==> config.mk <==
export PLATFORM = sky130hd
export DESIGN_NAME = decode_stage_flat
export DESIGN_NICKNAME = d
export VERILOG_FILES = /design/src/rtl/decode_stage_if.sv /design/src/rtl/decode_stage.sv /design/src/flat_wrapper.sv
export SDC_FILE = /design/constraint.sdc
export NUM_CORES = 1
export LEC_CHECK = 0
export BUFFER_PORTS_ARGS = -buffer_cell sky130_fd_sc_hd__buf_2
export CORE_ASPECT_RATIO = 1.1
export CORE_UTILIZATION = 50
export DETAILED_ROUTE_END_ITERATION = 10
export PLACE_DENSITY_LB_ADDON = 0.1
export SLEW_MARGIN = 20
export SYNTH_ARGS = -nofsm -noshare
export SYNTH_HDL_FRONTEND = slang
export SYNTH_SLANG_ARGS = --single-unit
==> constraint.sdc <==
create_clock -name clk -period 4.6 [get_ports clk]
set_input_delay 0.46 -clock clk [delete_from_list [all_inputs] [get_ports clk]]
set_output_delay 0.46 -clock clk [all_outputs]
set_load 0.02 [all_outputs]
==> src/rtl/decode_stage_if.sv <==
// Decode-stage bus: upstream fetch handshake, flush, downstream control bundle and stats.
// Latency: none (wires only).
// Backpressure: carries in_ready/out_ready. slave = decode stage, master = its surroundings.
// Ports: in_valid/in_ready/in_instr/in_pc, flush, out_valid/out_ready, out_* decode bundle, bubble_count.
interface decode_stage_if #(
  parameter int PC_WIDTH  = 32,
  parameter int CNT_WIDTH = 16
);
  logic                 in_valid;
  logic                 in_ready;
  logic [31:0]          in_instr;
  logic [PC_WIDTH-1:0]  in_pc;
  logic                 flush;
  logic                 out_valid;
  logic                 out_ready;
  logic [PC_WIDTH-1:0]  out_pc;
  logic [31:0]          out_imm;
  logic [4:0]           out_rs1;
  logic [4:0]           out_rs2;
  logic [4:0]           out_rd;
  logic [2:0]           out_funct3;
  logic [6:0]           out_funct7;
  logic                 out_branch;
  logic                 out_jump;
  logic                 out_jump_src;
  logic [1:0]           out_alu_op;
  logic                 out_alu_src_a;
  logic [1:0]           out_alu_src_b;
  logic                 out_mem_read;
  logic                 out_mem_write;
  logic [1:0]           out_mem_data_mask;
  logic                 out_reg_write;
  logic [1:0]           out_reg_write_src;
  logic                 out_mul_div;
  logic                 out_illegal;
  logic [CNT_WIDTH-1:0] bubble_count;

  modport slave (
    input  in_valid, in_instr, in_pc, flush, out_ready,
    output in_ready, out_valid, out_pc, out_imm, out_rs1, out_rs2, out_rd,
           out_funct3, out_funct7, out_branch, out_jump, out_jump_src,
           out_alu_op, out_alu_src_a, out_alu_src_b, out_mem_read, out_mem_write,
           out_mem_data_mask, out_reg_write, out_reg_write_src, out_mul_div,
           out_illegal, bubble_count
  );

  modport master (
    output in_valid, in_instr, in_pc, flush, out_ready,
    input  in_ready, out_valid, out_pc, out_imm, out_rs1, out_rs2, out_rd,
           out_funct3, out_funct7, out_branch, out_jump, out_jump_src,
           out_alu_op, out_alu_src_a, out_alu_src_b, out_mem_read, out_mem_write,
           out_mem_data_mask, out_reg_write, out_reg_write_src, out_mul_div,
           out_illegal, bubble_count
  );
endinterface

==> src/rtl/decode_stage.sv <==
// RV32I(+M) decode stage: registers one instruction with its control bundle and immediate.
// Latency: 1 cycle accept-to-valid; 1/cycle throughput, one bubble on load-use hazards.
// Backpressure: holds outputs while out_valid && !out_ready; in_ready drops on stall/hazard/flush.
// Ports: clk, rst (async, active-high), bus (decode_stage_if.slave) with all handshake/data signals.
module decode_stage #(
  parameter bit M_EXT     = 1'b0,
  parameter int PC_WIDTH  = 32,
  parameter int CNT_WIDTH = 16
) (
  input  logic            clk,
  input  logic            rst,
  decode_stage_if.slave   bus
);

  localparam logic [6:0] OPC_LOAD   = 7'b0000011;
  localparam logic [6:0] OPC_STORE  = 7'b0100011;
  localparam logic [6:0] OPC_BRANCH = 7'b1100011;
  localparam logic [6:0] OPC_JAL    = 7'b1101111;
  localparam logic [6:0] OPC_JALR   = 7'b1100111;
  localparam logic [6:0] OPC_LUI    = 7'b0110111;
  localparam logic [6:0] OPC_AUIPC  = 7'b0010111;
  localparam logic [6:0] OPC_OP     = 7'b0110011;
  localparam logic [6:0] OPC_OPIMM  = 7'b0010011;

  typedef struct packed {
    logic        branch;
    logic        jump;
    logic        jump_src;
    logic [1:0]  alu_op;
    logic        alu_src_a;
    logic [1:0]  alu_src_b;
    logic        mem_read;
    logic        mem_write;
    logic [1:0]  mem_mask;
    logic        reg_write;
    logic [1:0]  wb_src;
    logic        mul_div;
    logic        illegal;
    logic [31:0] imm;
  } ctrl_t;

  logic [31:0] instr;
  logic [6:0]  opcode;
  logic [2:0]  f3;
  logic [6:0]  f7;
  logic [4:0]  rs1_in;
  logic [4:0]  rs2_in;
  logic        uses_rs1;
  logic        uses_rs2;
  logic        hazard;
  logic        in_ready_c;
  logic        accept;
  ctrl_t       dec;

  ctrl_t                ctrl_q;
  logic                 valid_q;
  logic [PC_WIDTH-1:0]  pc_q;
  logic [31:0]          instr_q;
  logic [CNT_WIDTH-1:0] bubble_q;

  assign instr  = bus.in_instr;
  assign opcode = instr[6:0];
  assign f3     = instr[14:12];
  assign f7     = instr[31:25];
  assign rs1_in = instr[19:15];
  assign rs2_in = instr[24:20];

  assign uses_rs1 = !(opcode == OPC_LUI || opcode == OPC_AUIPC || opcode == OPC_JAL);
  assign uses_rs2 = (opcode == OPC_OP || opcode == OPC_STORE || opcode == OPC_BRANCH);

  // Only a load still sitting in the output register can be too late to forward from.
  assign hazard = valid_q && ctrl_q.mem_read && (instr_q[11:7] != 5'd0) && bus.in_valid &&
                  ((uses_rs1 && rs1_in == instr_q[11:7]) || (uses_rs2 && rs2_in == instr_q[11:7]));

  assign in_ready_c = !bus.flush && !hazard && (!valid_q || bus.out_ready);
  assign accept     = bus.in_valid && in_ready_c;

  always_comb begin
    dec          = '0;
    dec.mem_mask = 2'b11;
    case (opcode)
      OPC_OP: begin
        dec.reg_write = 1'b1;
        dec.alu_op    = 2'd2;
        dec.alu_src_b = 2'd0;
        if (f7 == 7'h00) begin
          dec.illegal = 1'b0;
        end else if (f7 == 7'h20 && (f3 == 3'd0 || f3 == 3'd5)) begin
          dec.illegal = 1'b0;
        end else if (f7 == 7'h01 && M_EXT) begin
          dec.mul_div = 1'b1;
        end else begin
          dec.illegal = 1'b1;
        end
      end
      OPC_OPIMM: begin
        dec.reg_write = 1'b1;
        dec.alu_op    = 2'd3;
        dec.alu_src_b = 2'd1;
        dec.imm       = {{20{instr[31]}}, instr[31:20]};
        if (f3 == 3'd1 && f7 != 7'h00) dec.illegal = 1'b1;
        if (f3 == 3'd5 && f7 != 7'h00 && f7 != 7'h20) dec.illegal = 1'b1;
      end
      OPC_LOAD: begin
        dec.mem_read  = 1'b1;
        dec.reg_write = 1'b1;
        dec.wb_src    = 2'd1;
        dec.alu_src_b = 2'd1;
        dec.imm       = {{20{instr[31]}}, instr[31:20]};
        if (f3 == 3'd3 || f3 == 3'd6 || f3 == 3'd7) dec.illegal = 1'b1;
      end
      OPC_STORE: begin
        dec.mem_write = 1'b1;
        dec.alu_src_b = 2'd1;
        dec.imm       = {{20{instr[31]}}, instr[31:25], instr[11:7]};
        if (f3 > 3'd2) dec.illegal = 1'b1;
      end
      OPC_BRANCH: begin
        dec.branch = 1'b1;
        dec.alu_op = 2'd1;
        dec.imm    = {{19{instr[31]}}, instr[31], instr[7], instr[30:25], instr[11:8], 1'b0};
        if (f3 == 3'd2 || f3 == 3'd3) dec.illegal = 1'b1;
      end
      OPC_JAL: begin
        dec.jump      = 1'b1;
        dec.reg_write = 1'b1;
        dec.wb_src    = 2'd2;
        dec.imm       = {{11{instr[31]}}, instr[31], instr[19:12], instr[20], instr[30:21], 1'b0};
      end
      OPC_JALR: begin
        dec.jump      = 1'b1;
        dec.jump_src  = 1'b1;
        dec.alu_op    = 2'd3;
        dec.alu_src_b = 2'd1;
        dec.reg_write = 1'b1;
        dec.wb_src    = 2'd2;
        dec.imm       = {{20{instr[31]}}, instr[31:20]};
        if (f3 != 3'd0) dec.illegal = 1'b1;
      end
      OPC_LUI: begin
        dec.reg_write = 1'b1;
        dec.alu_src_a = 1'b1;
        dec.alu_src_b = 2'd1;
        dec.imm       = {instr[31:12], 12'h000};
      end
      OPC_AUIPC: begin
        dec.reg_write = 1'b1;
        dec.alu_src_a = 1'b1;
        dec.alu_src_b = 2'd2;
        dec.imm       = {instr[31:12], 12'h000};
      end
      // Unknown opcode, including any encoding with instr[1:0] != 2'b11.
      default: dec.illegal = 1'b1;
    endcase

    // Memory access width only matters for loads/stores.
    if (opcode == OPC_LOAD || opcode == OPC_STORE) begin
      case (f3)
        3'd0, 3'd4: dec.mem_mask = 2'b01;
        3'd1, 3'd5: dec.mem_mask = 2'b10;
        default:    dec.mem_mask = 2'b11;
      endcase
    end

    // Illegal instructions still flow downstream, but with every side effect suppressed.
    if (dec.illegal) begin
      dec.reg_write = 1'b0;
      dec.mem_read  = 1'b0;
      dec.mem_write = 1'b0;
      dec.branch    = 1'b0;
      dec.jump      = 1'b0;
      dec.mul_div   = 1'b0;
    end
  end

  always_ff @(posedge clk or posedge rst) begin
    if (rst) begin
      valid_q  <= 1'b0;
      ctrl_q   <= '0;
      pc_q     <= '0;
      instr_q  <= '0;
      bubble_q <= '0;
    end else begin
      if (bus.flush) begin
        valid_q <= 1'b0;
      end else if (accept) begin
        valid_q <= 1'b1;
      end else if (bus.out_ready) begin
        valid_q <= 1'b0;
      end

      if (accept) begin
        ctrl_q  <= dec;
        pc_q    <= bus.in_pc;
        instr_q <= instr;
      end

      // The load leaves this cycle while the dependant is held back: one bubble follows.
      if (!bus.flush && hazard && valid_q && bus.out_ready && (bubble_q != '1)) begin
        bubble_q <= bubble_q + CNT_WIDTH'(1);
      end
    end
  end

  assign bus.in_ready          = in_ready_c;
  assign bus.out_valid         = valid_q;
  assign bus.out_pc            = pc_q;
  assign bus.out_imm           = ctrl_q.imm;
  assign bus.out_rs1           = instr_q[19:15];
  assign bus.out_rs2           = instr_q[24:20];
  assign bus.out_rd            = instr_q[11:7];
  assign bus.out_funct3        = instr_q[14:12];
  assign bus.out_funct7        = instr_q[31:25];
  assign bus.out_branch        = ctrl_q.branch;
  assign bus.out_jump          = ctrl_q.jump;
  assign bus.out_jump_src      = ctrl_q.jump_src;
  assign bus.out_alu_op        = ctrl_q.alu_op;
  assign bus.out_alu_src_a     = ctrl_q.alu_src_a;
  assign bus.out_alu_src_b     = ctrl_q.alu_src_b;
  assign bus.out_mem_read      = ctrl_q.mem_read;
  assign bus.out_mem_write     = ctrl_q.mem_write;
  assign bus.out_mem_data_mask = ctrl_q.mem_mask;
  assign bus.out_reg_write     = ctrl_q.reg_write;
  assign bus.out_reg_write_src = ctrl_q.wb_src;
  assign bus.out_mul_div       = ctrl_q.mul_div;
  assign bus.out_illegal       = ctrl_q.illegal;
  assign bus.bubble_count      = bubble_q;

endmodule

==> src/flat_wrapper.sv <==
// flat-port wrapper written by rule: the top's interface ports become plain ports
module decode_stage_flat 
#(
  parameter bit M_EXT     = 1'b0,
  parameter int PC_WIDTH  = 32,
  parameter int CNT_WIDTH = 16
)
  (clk, rst, bus_in_valid, bus_in_instr, bus_in_pc, bus_flush, bus_out_ready, bus_in_ready, bus_out_valid, bus_out_pc, bus_out_imm, bus_out_rs1, bus_out_rs2, bus_out_rd, bus_out_funct3, bus_out_funct7, bus_out_branch, bus_out_jump, bus_out_jump_src, bus_out_alu_op, bus_out_alu_src_a, bus_out_alu_src_b, bus_out_mem_read, bus_out_mem_write, bus_out_mem_data_mask, bus_out_reg_write, bus_out_reg_write_src, bus_out_mul_div, bus_out_illegal, bus_bubble_count);
  decode_stage_if #(.PC_WIDTH(PC_WIDTH), .CNT_WIDTH(CNT_WIDTH)) bus_i ();
  input  logic clk;
  input  logic rst;
  input wire logic [$bits(bus_i.in_valid)-1:0] bus_in_valid;
  input wire logic [$bits(bus_i.in_instr)-1:0] bus_in_instr;
  input wire logic [$bits(bus_i.in_pc)-1:0] bus_in_pc;
  input wire logic [$bits(bus_i.flush)-1:0] bus_flush;
  input wire logic [$bits(bus_i.out_ready)-1:0] bus_out_ready;
  output wire logic [$bits(bus_i.in_ready)-1:0] bus_in_ready;
  output wire logic [$bits(bus_i.out_valid)-1:0] bus_out_valid;
  output wire logic [$bits(bus_i.out_pc)-1:0] bus_out_pc;
  output wire logic [$bits(bus_i.out_imm)-1:0] bus_out_imm;
  output wire logic [$bits(bus_i.out_rs1)-1:0] bus_out_rs1;
  output wire logic [$bits(bus_i.out_rs2)-1:0] bus_out_rs2;
  output wire logic [$bits(bus_i.out_rd)-1:0] bus_out_rd;
  output wire logic [$bits(bus_i.out_funct3)-1:0] bus_out_funct3;
  output wire logic [$bits(bus_i.out_funct7)-1:0] bus_out_funct7;
  output wire logic [$bits(bus_i.out_branch)-1:0] bus_out_branch;
  output wire logic [$bits(bus_i.out_jump)-1:0] bus_out_jump;
  output wire logic [$bits(bus_i.out_jump_src)-1:0] bus_out_jump_src;
  output wire logic [$bits(bus_i.out_alu_op)-1:0] bus_out_alu_op;
  output wire logic [$bits(bus_i.out_alu_src_a)-1:0] bus_out_alu_src_a;
  output wire logic [$bits(bus_i.out_alu_src_b)-1:0] bus_out_alu_src_b;
  output wire logic [$bits(bus_i.out_mem_read)-1:0] bus_out_mem_read;
  output wire logic [$bits(bus_i.out_mem_write)-1:0] bus_out_mem_write;
  output wire logic [$bits(bus_i.out_mem_data_mask)-1:0] bus_out_mem_data_mask;
  output wire logic [$bits(bus_i.out_reg_write)-1:0] bus_out_reg_write;
  output wire logic [$bits(bus_i.out_reg_write_src)-1:0] bus_out_reg_write_src;
  output wire logic [$bits(bus_i.out_mul_div)-1:0] bus_out_mul_div;
  output wire logic [$bits(bus_i.out_illegal)-1:0] bus_out_illegal;
  output wire logic [$bits(bus_i.bubble_count)-1:0] bus_bubble_count;
  assign bus_i.in_valid = bus_in_valid;
  assign bus_i.in_instr = bus_in_instr;
  assign bus_i.in_pc = bus_in_pc;
  assign bus_i.flush = bus_flush;
  assign bus_i.out_ready = bus_out_ready;
  assign bus_in_ready = bus_i.in_ready;
  assign bus_out_valid = bus_i.out_valid;
  assign bus_out_pc = bus_i.out_pc;
  assign bus_out_imm = bus_i.out_imm;
  assign bus_out_rs1 = bus_i.out_rs1;
  assign bus_out_rs2 = bus_i.out_rs2;
  assign bus_out_rd = bus_i.out_rd;
  assign bus_out_funct3 = bus_i.out_funct3;
  assign bus_out_funct7 = bus_i.out_funct7;
  assign bus_out_branch = bus_i.out_branch;
  assign bus_out_jump = bus_i.out_jump;
  assign bus_out_jump_src = bus_i.out_jump_src;
  assign bus_out_alu_op = bus_i.out_alu_op;
  assign bus_out_alu_src_a = bus_i.out_alu_src_a;
  assign bus_out_alu_src_b = bus_i.out_alu_src_b;
  assign bus_out_mem_read = bus_i.out_mem_read;
  assign bus_out_mem_write = bus_i.out_mem_write;
  assign bus_out_mem_data_mask = bus_i.out_mem_data_mask;
  assign bus_out_reg_write = bus_i.out_reg_write;
  assign bus_out_reg_write_src = bus_i.out_reg_write_src;
  assign bus_out_mul_div = bus_i.out_mul_div;
  assign bus_out_illegal = bus_i.out_illegal;
  assign bus_bubble_count = bus_i.bubble_count;
  decode_stage #(.M_EXT(M_EXT), .PC_WIDTH(PC_WIDTH), .CNT_WIDTH(CNT_WIDTH)) u_core (.clk(clk), .rst(rst), .bus(bus_i));
endmodule
# Yosys cells after proc, flatten, opt, wreduce, memory -nomap -nowiden
# Cells that the tools add are included.
[classes] magnitude_cmp=1 n_reduce_logical=47 shifts=0 n_mul=0 bitwise=0 div_mod_pow=0 add_sub_neg=1 n_mux=28 eq_ne=21
[ops] cell="$pmux W32 S5" count=1
[ops] cell="$eq A7 B6 Y1 const B" count=4
[ops] cell="$eq A7 B7 Y1 const B" count=3
[ops] cell="$mux W1" count=19
[ops] cell="$logic_and A1 B1 Y1" count=17
[ops] cell="$add A16 B1 Y16 const B" count=1
[ops] cell="$ne A16 B16 Y1 const B" count=1
[ops] cell="$eq A7 B5 Y1 const B" count=2
[ops] cell="$eq A3 B3 Y1 const B" count=4
[ops] cell="$pmux W2 S2" count=3
[ops] cell="$logic_or A1 B1 Y1" count=11
[ops] cell="$eq A5 B5 Y1" count=2
[ops] cell="$reduce_or A2 Y1" count=5
[ops] cell="$eq A7 B2 Y1 const B" count=1
[ops] cell="$logic_not A7 Y1" count=1
[ops] cell="$ne A7 B6 Y1 const B" count=1
[ops] cell="$pmux W1 S7" count=1
[ops] cell="$reduce_bool A7 Y1" count=1
[ops] cell="$reduce_or A7 Y1" count=1
[ops] cell="$eq A3 B2 Y1 const B" count=2
[ops] cell="$mux W2" count=3
[ops] cell="$pmux W2 S3" count=1
[ops] cell="$reduce_bool A3 Y1" count=2
[ops] cell="$reduce_or A3 Y1" count=2
[ops] cell="other kinds (6)" count=9
[totals] ram_bits=0 register_bits=129 wordCells=115 romBits=0 mem_count=0 input_bits=69 out_inout_bits=124 latch_bits=0

# Longest topological paths before layout
# Gate-level depths: netlist of run 1.
[depth] depth_word=13 depth_mapped=10 ltp_nobuf=7

# Worst setup path before layout of run 1
# Ideal clock, no wire load.
[synth_path] path_kind="reg-to-output" from="register u_core.instr_q[8]" to="output port bus_in_ready" path_buffers=1 path_stages_with_launch=7 required_time_ps=4140 t_arrival_ps=2187 path_slack_ps=1953 cell_sequence="dfrtp_1 > or4_1 > o2111ai_2 > or4_1 > o31ai_2 > clkbuf_1 > nor3_1"
[synth_between] elab_chain_cells=7 elab_cells_between_ends=12 classes_between="2 x eq/ne; 10 x reduce/logical"
[synth_lines] item="start, declared" line_no="decode_stage.sv:58" source="logic [31:0] instr_q;"
[synth_lines] item="start signal, assigned" line_no="decode_stage.sv:195" source="instr_q <= instr;"
[synth_lines] item="$eq A5 B5 Y1 / $reduce_bool A5 Y1 (equally long branches)" line_no="decode_stage.sv:73, decode_stage.sv:72"
[synth_lines] item="$logic_and A1 B1 Y1 (on tied branches)" line_no="decode_stage.sv:73, decode_stage.sv:72"
[synth_lines] item="$logic_or A1 B1 Y1 / $logic_and A1 B1 Y1 (equally long branches)" line_no="decode_stage.sv:73, decode_stage.sv:72"
[synth_lines] item="$logic_and A1 B1 Y1 *" line_no="decode_stage.sv:72" source="assign hazard = valid_q && ctrl_q.mem_read && (instr_q[11:7] != 5'd0) && bus.in_valid &&"
[synth_lines] item="$logic_not A1 Y1 *" line_no="decode_stage.sv:75" source="assign in_ready_c = !bus.flush && !hazard && (!valid_q || bus.out_ready);"
[synth_lines] item="$logic_and A1 B1 Y1 * (2 in a row)" line_no="decode_stage.sv:75"
[synth_lines] item="end, declared" line_no="flat_wrapper.sv:17" source="output wire logic [$bits(bus_i.in_ready)-1:0] bus_in_ready;"
# Every way passes the cells marked *; elsewhere a longest branch is shown, timed or not.

# Final worst setup path of run 1
[layout_path] from="register u_core.instr_q[7]" to="register u_core.pc_q[24], in the netlist u_core.bus.out_pc[24]"
[layout_between] elab_chain_cells=8 elab_cells_between_ends=13 classes_between="2 x eq/ne; 11 x reduce/logical"
[layout_lines] item="$eq A5 B5 Y1 / $reduce_bool A5 Y1 (equally long branches)" line_no="decode_stage.sv:73, decode_stage.sv:72"
[layout_lines] item="$logic_and A1 B1 Y1 (on tied branches)" line_no="decode_stage.sv:73, decode_stage.sv:72"
[layout_lines] item="$logic_or A1 B1 Y1 / $logic_and A1 B1 Y1 (equally long branches)" line_no="decode_stage.sv:73, decode_stage.sv:72"
[layout_lines] item="$logic_and A1 B1 Y1 *" line_no="decode_stage.sv:72"
[layout_lines] item="$logic_not A1 Y1 *" line_no="decode_stage.sv:75"
[layout_lines] item="$logic_and A1 B1 Y1 * (2 in a row)" line_no="decode_stage.sv:75"
[layout_lines] item="$logic_and A1 B1 Y1 *" line_no="decode_stage.sv:76" source="assign accept = bus.in_valid && in_ready_c;"
[layout_lines] item="end signal, assigned" line_no="decode_stage.sv:194" source="pc_q <= bus.in_pc;"
[layout_lines] item="end, declared" line_no="decode_stage.sv:57" source="logic [PC_WIDTH-1:0] pc_q;"
# Marks and branches as above.
# A chain may end at the register's enable or synchronous reset.

==> results.md, run 1 <==
* Unique masters post-synth at 47
* IO Count at 193
* Area grow syn2layout at 30.84%
* Asr flop ratio synth at 100.0%
* Met1 Use GR at 32.86%
* Hold Crit Class: in2async
* Mapped Nets at 527
* Top cell type's share of synthesized area at 55.05%
* Row cnt at 39
* Pwr Density at 441.6 mW/mm^2
* Biggest area consumer among synthesized cells: dfrtp_1
* Synth Cell Area at 0.005545 sq mm
* TritonCTS clock tree: yes
* RSZ-0062 raised after global routing: no
* Worst Path Required at 4.89 ns
* Largest fanout on the critical path at 58
* Setup ws final at 0.9991 ns
* Leak at 3.666 nW
* Cts repair resizes at 0
* First-pass GRT wire length at 22,130 um
* Final Skew at 0.006787 ns
* Worst setup SP type: flip-flop
* GRT Total Usage at 25.50%
* Fmax at 277.7 MHz
* Crit path kind: reg2reg
* Die Area at 0.01152 sq mm
* Clk slew on worst S/H paths at 0.05 ns
* Clock Path Buffers at 2
* Starting density of the core at 52.37%
* Final setup violation count at 0
* CP Capture Type: flip-flop
* Synth top area cells: dfrtp_1 (55%), mux2_2 (14%), xnor2_1 (3.5%)
* Most Crowded Layer GR: met2
* GRT met3 Usage at 7.721%
* Seq/Total Area, Yosys at 55.05%
* Setup TNS at 0 ns
* CORE AREA at 0.01059 sq mm
* DR pass1 iterations at 5
* Layout cells sized above 1 at 46.60%
* Min Clock Period, post-route at 3.601 ns
* Synth top cells by count: dfrtp_1 (122), mux2_2 (67), o21ai_0 (26)
* Post-synth EDFFs at 0
* Final Hold Viols at 0
* GR Util met2 at 40.54%
* Routability cong. at 0.8225
* Routed length per instance at 17.07 um
* Worst slew margin at 32.26%
* WHS at 0.1908 ns
* Worst VDD drop at 0.3078 mV
* Worst skew pair latency at 0.41 ns
* Grt ovf at 0
* Chip Width at 102.4 um
* Syn Inst Count at 457
* Status: finished, final reports clean
* DRT iter0 DRCs at 191
* Die height at 112.5 um
* Routed Antenna Nets at 0
* Detailed Place HPWL at 9661 um
* Final cycle utilization of the critical path at 78.28%
* Ys flop type: dfrtp_1
* Final wirelength at 13,730 um
* Residual DRC count at 0
* DR vias at 4,316
* Slew @ Worst Pin at 1.016 ns
* # diodes at 0
* Synthesized area per cell at 12.13 sq um
* Antenna violations before repair at 0
* #FFs+latches synth at 122
* Post-CTS setup buffers at 0
* MaxCap Viol Count at 0
* Layout Nets at 718
* CP Data Arrival Time at 3.89 ns
* Clock sink count at 122
* Number of global-route vias before repair at 4,323
* Root Driver: clkbuf_16
* YS warnings at 0
* Final Max Tran Viols at 0
* Port Buffer Count at 191
* Vias/cell at 5.368
* Largest net degree at the start of global routing at 62
* FF-to-FF path depth at 7
* Placement Setup Slack at 0.6913 ns
* Total CTS buffers at 17
* Count leader, synth: dfrtp_1
* H-tree lvl count at 4
* Hold Buf Count CTS at 0
## stage by stage
| stage | power, W | cell area [sq um] | instances | util, % |
|---|---|---|---|---|
| 2_1_floorplan | 0.001566 | 5545 | 457 | - |
| 3_3_place_gp | 0.001744 | 6603 | 772 | 62.35 |
| 3_5_place_dp | 0.001758 | 6603 | 772 | 62.35 |
| 4_1_cts | 0.003227 | 7256 | 804 | 68.52 |
| 5_1_grt | 0.003325 | 7256 | 804 | 68.52 |
| 6_report | 0.003204 | 7256 | 804 | 68.52 |
## report_power, final
| group | total [W] | internal (W) | switching (W) |
|---|---|---|---|
| clock | 0.00147 | 0.000993 | 0.000474 |
| sequential | 0.00124 | 0.00118 | 0.0000617 |
| combinational | 0.000501 | 0.000205 | 0.000296 |
## critical path: stages (launching register included)
cell     delay (ns)
dfrtp_1        0.46
xor2_1         0.20
nor3_1         0.22
nand3_1        0.16
o31ai_4        0.87
or2_4          0.78
buf_12         0.38
mux2_2         0.39
## final timing paths
path	endpoint	slack [ns]	from
max	u_core.bus.out_pc[24]	1.0	u_core.instr_q[7]
min	u_core.bus.out_pc[10]	0.19	rst
max reg2reg	u_core.bus.out_pc[24]	1.0	u_core.instr_q[7]
min in group clk	u_core.bus.out_pc[13]	0.28	bus_in_pc[13]
min reg2reg	u_core.bus.out_jump	0.48	u_core.bus.out_jump
max in group asynchronous	u_core.bus.out_imm[25]	3.47	rst
## flip-flops by register name, summed over array words and instances, names as in the netlist, 2 cells and up
signal                        count
u_core.bus.bubble_count          16
u_core.bus.out_reg_write_src      2
u_core.bus.out_pc                32
u_core.instr_q                   25
u_core.bus.out_alu_src_b          2
u_core.bus.out_imm               32
u_core.bus.out_alu_op             2
u_core.bus.out_mem_data_mask      2
## final cells by class
type	instances	area, sq um
Multi-Input combinational cell	286	2272
Tap cell	143	178.9
Clock inverter	10	188.9
Inverter	26	100.1
Timing Repair Buffer	195	998.5
Clock buffer	22	464.2
Sequential cell	122	3053
Fill cell	845	3333
## layer usage
layer / vias to the layer above / routed length [um]
li1: 2001 / -
met1: 2115 / 5835
met2: 178 / 6678
met3: 22 / 970
met4: 0 / 241
met5: - / 0
## layout by cell type, fill, tap and decap left out, drive strengths merged, types with 2 or more instances in the layout
cell type    n
nand4       10
nor3         6
a22o         4
inv         27
clkinv       3
nand2b       4
bufinv       5
dfrtp      122
nand3       11
and4         2
nor2        11
nor2b        4
xor2         4
and3         4
o31ai        2
nor4         6
mux2i       19
o21ai       27
a21oi       24
or3          3
nand2       23
xnor2       22
or4          2
mux2        77
and2         4
buf        195
clkbuf      22
o22ai        2
a21o         2
## cells by family (layout without fill, tap and decap cells)
family          count (synthesis)  after routing  synth area share (%)
xor+xnor                       26             26                 4.106
flops                         122            122                 55.05
mux                            96             96                 19.74
simple gates                   93             93                 9.115
other cells                     1              1               0.06762
buf+inv                        49            253                 4.174
compound gates                 69             69                 7.514
fa+ha+maj                       1              1                0.2256
(Power assumes the default switching activity.)
==> run 2, diff against run 1 <==
- ABC_AREA: not set -> 1
- CORE_UTILIZATION: 50 -> 46
- clock period: 4.6 -> 3 ns (I/O delays scaled with it)
==> run 2 against run 1 <==
  * The flow now finishes with violations (hold timing)
  * First-iteration DRC count increased by 110%
  * Clock skew is 0.0010 ns higher
  * Setup slack got worse by 0.36 ns
  * Hold slack worse by 0.20 ns
  * Synthesized cell count rose by 62%
  * Critical path depth unchanged
  * Flip-flop and latch count unchanged
  * Sequential share of layout area decreased by 2.1 points
  * Global-route usage decreased by 0.52 points
  * Clock power increased by 46%
==> results.md, run 2 <==
* Final wirelength at 16,310 um
* R2r setup slk at 0.79 ns
* IO Count at 193
* Crit path buf inv count at 3
* Most common cell after layout, fill and taps aside: nand2_1
* Total CTS buffers at 17
* Port Buffer Count at 191
* WHS at -0.007585 ns
* YS warnings at 0
* Min Clock Period, post-route at 2.364 ns
* Routed Antenna Nets at 0
* Crit path max-delay family: buffers and inverters
* Clock sink count at 122
* RSZ-0062 raised after global routing: no
* Layout cells sized above 1 at 26.57%
* Detailed Place HPWL at 11,930 um
* DR pass1 iterations at 4
* Crit path kind: reg2out
* Max incr delay on CP at 0.44 ns
* Number of global-route vias before repair at 5,295
* Worst skew pair latency at 0.42 ns
* Ys flop type: dfrtp_1
* Status: complete, but fails checks
* Root Driver: clkbuf_16
* Synthesized area per cell at 8.042 sq um
* Leak at 4.133 nW
* Final core occ at 60.44%
* # diodes at 0
* Post-CTS setup buffers at 0
* Starting density of the core at 47.19%
* Pwr Density at 621.7 mW/mm^2
* Synth top area cells: dfrtp_1 (51%), nand2_1 (16%), nand3_1 (5.8%)
* Largest fanout on the critical path at 20
* Final Skew at 0.007786 ns
* RR Startpoint: u_core.instr_q[9]
* Syn Inst Count at 742
* Cts repair resizes at 0
* Count leader, synth: nand2_1
* Antenna violations before repair at 0
* Vias/cell at 5.184
* Overall power at 0.004751 W
* Mapped Nets at 812
* CORE AREA at 0.01264 sq mm
* Die height at 121.5 um
* Clk slew on worst S/H paths at 0.06 ns
* Routed length per instance at 14.86 um
* #FFs+latches synth at 122
* GRT Total Usage at 24.98%
* Worst setup SP type: flip-flop
* Final cycle utilization of the critical path at 78.81%
* FF-to-FF path depth at 9
* Biggest area consumer among synthesized cells: dfrtp_1
* DRT iter0 DRCs at 410
* Largest net degree at the start of global routing at 46
* Crit-path cells: nor3_1 -> nand3_1 -> nand4_1 -> inv_1 -> a21boi_4 -> buf_4 -> buf_2
* Top cell type's share of synthesized area at 51.16%
* Placed Cells incl. Taps at 1,068
* Synth Cell Area at 0.005967 sq mm
* Setup TNS at 0 ns
* Layout Cells excl Fill at 1,098
* Worst Path Required at 2.70 ns
* Post-synth EDFFs at 0
* Worst VDD drop at 0.4173 mV
* Asr flop ratio synth at 100.0%
* Unique masters post-synth at 29
* Seq/Total Area, Yosys at 51.16%
* Grt ovf at 0
* Die Area at 0.01343 sq mm
* Most frequent cells in the layout: nand2_1 (261), buf_2 (191), dfrtp_1 (122)
* Final setup violation count at 0
* CP max-delay cell: dfrtp_1
* Residual DRC count at 0
* CP Capture Type: primary output
* H-tree lvl count at 4
* Routability cong. at 0.8399
* Row cnt at 43
* Hold Crit Class: in2async
* Worst slew margin at 51.99%
* CP Data Arrival Time at 2.06 ns
* Fmax at 423.0 MHz
* Area grow syn2layout at 28.06%
* Failing checks: hold timing
* Final Max Tran Viols at 0
* Clock Path Buffers at 2
* DR vias at 5,692
* MaxCap Viol Count at 0
* Layout Nets at 1,000
* Synth top cells by count: nand2_1 (261), dfrtp_1 (122), nand3_1 (69)
* Chip Width at 110.6 um
* Slew @ Worst Pin at 0.7186 ns
* Final Hold Viols at 14
* TritonCTS clock tree: yes
* Hold Buf Count CTS at 0
* First-pass GRT wire length at 26,300 um
* R2r endpoint: u_core.bus.out_imm[1]
-- run 2: cell count changes after synthesis, moves of 19 or more --
cell	delta
mux2_2	-67
mux2i_1	-19
nand2_1	+238
nand3_1	+58
nor2_1	+38
o21ai_1	+54
-- run 2: power breakdown --
| part | internal (W) | total (W) | switching, W |
|---|---|---|---|
| registers | 0.00179 | 0.00188 | 0.0000893 |
| logic | 0.000243 | 0.000727 | 0.000484 |
| clock network | 0.00144 | 0.00215 | 0.000710 |
-- run 2: final cells by class --
class | instances | area, sq um
Clock buffer | 21 | 470.5
Clock inverter | 9 | 145.1
Fill cell | 1158 | 5002
Inverter | 46 | 176.4
Multi-Input combinational cell | 537 | 2481
Sequential cell | 122 | 3053
Tap cell | 157 | 196.4
Timing Repair Buffer | 206 | 1119
-- run 2: worst max path at each step --
stage | slack [ns] | start | endpoint | cells past startpoint
2_1_floorplan | 1.20 | rst | u_core.bus.bubble_count[0] | 1
3_3_place_gp | 0.80 | bus_in_instr[4] | u_core.bus.out_imm[3] | 14
3_5_place_dp | 0.69 | bus_in_instr[4] | u_core.bus.out_imm[1] | 14
4_1_cts | 0.59 | u_core.instr_q[9] | bus_in_ready | 7
5_1_grt | 0.42 | u_core.instr_q[10] | bus_in_ready | 7
6_report | 0.64 | u_core.instr_q[9] | bus_in_ready | 7
-- run 2: kinds of logic after synthesis --
family / count (synthesis) / synth area share, %
compound gates: 100 / 8.975
xor+xnor: 20 / 2.936
fa+ha+maj: 1 / 0.2097
buf+inv: 83 / 7.507
flops: 122 / 51.16
other cells: 1 / 0.06285
simple gates: 415 / 29.15
-- run 2: per-layer routing --
metal | routed length [um] | up-vias | GRT usage, % | part of all wire [%]
met5 | 0 | - | 0 | 0
met4 | 297 | 0 | 9.833 | 1.8
met3 | 1156 | 26 | 8.042 | 7.1
met2 | 7653 | 196 | 38.47 | 47
met1 | 7207 | 2688 | 32.69 | 44
li1 | - | 2782 | - | -
-- run 2: stage by stage --
step	hold WS, ns	instance area [sq um]	setup WS [ns]
after floorplan	0.4072	5971	1.203
after global placement	0.4404	7025	0.8027
after detailed placement	0.4510	7025	0.6859
after CTS	0.0009882	7641	0.5917
after global routing	0.03675	7641	0.4198
final	-0.007585	7641	0.6358
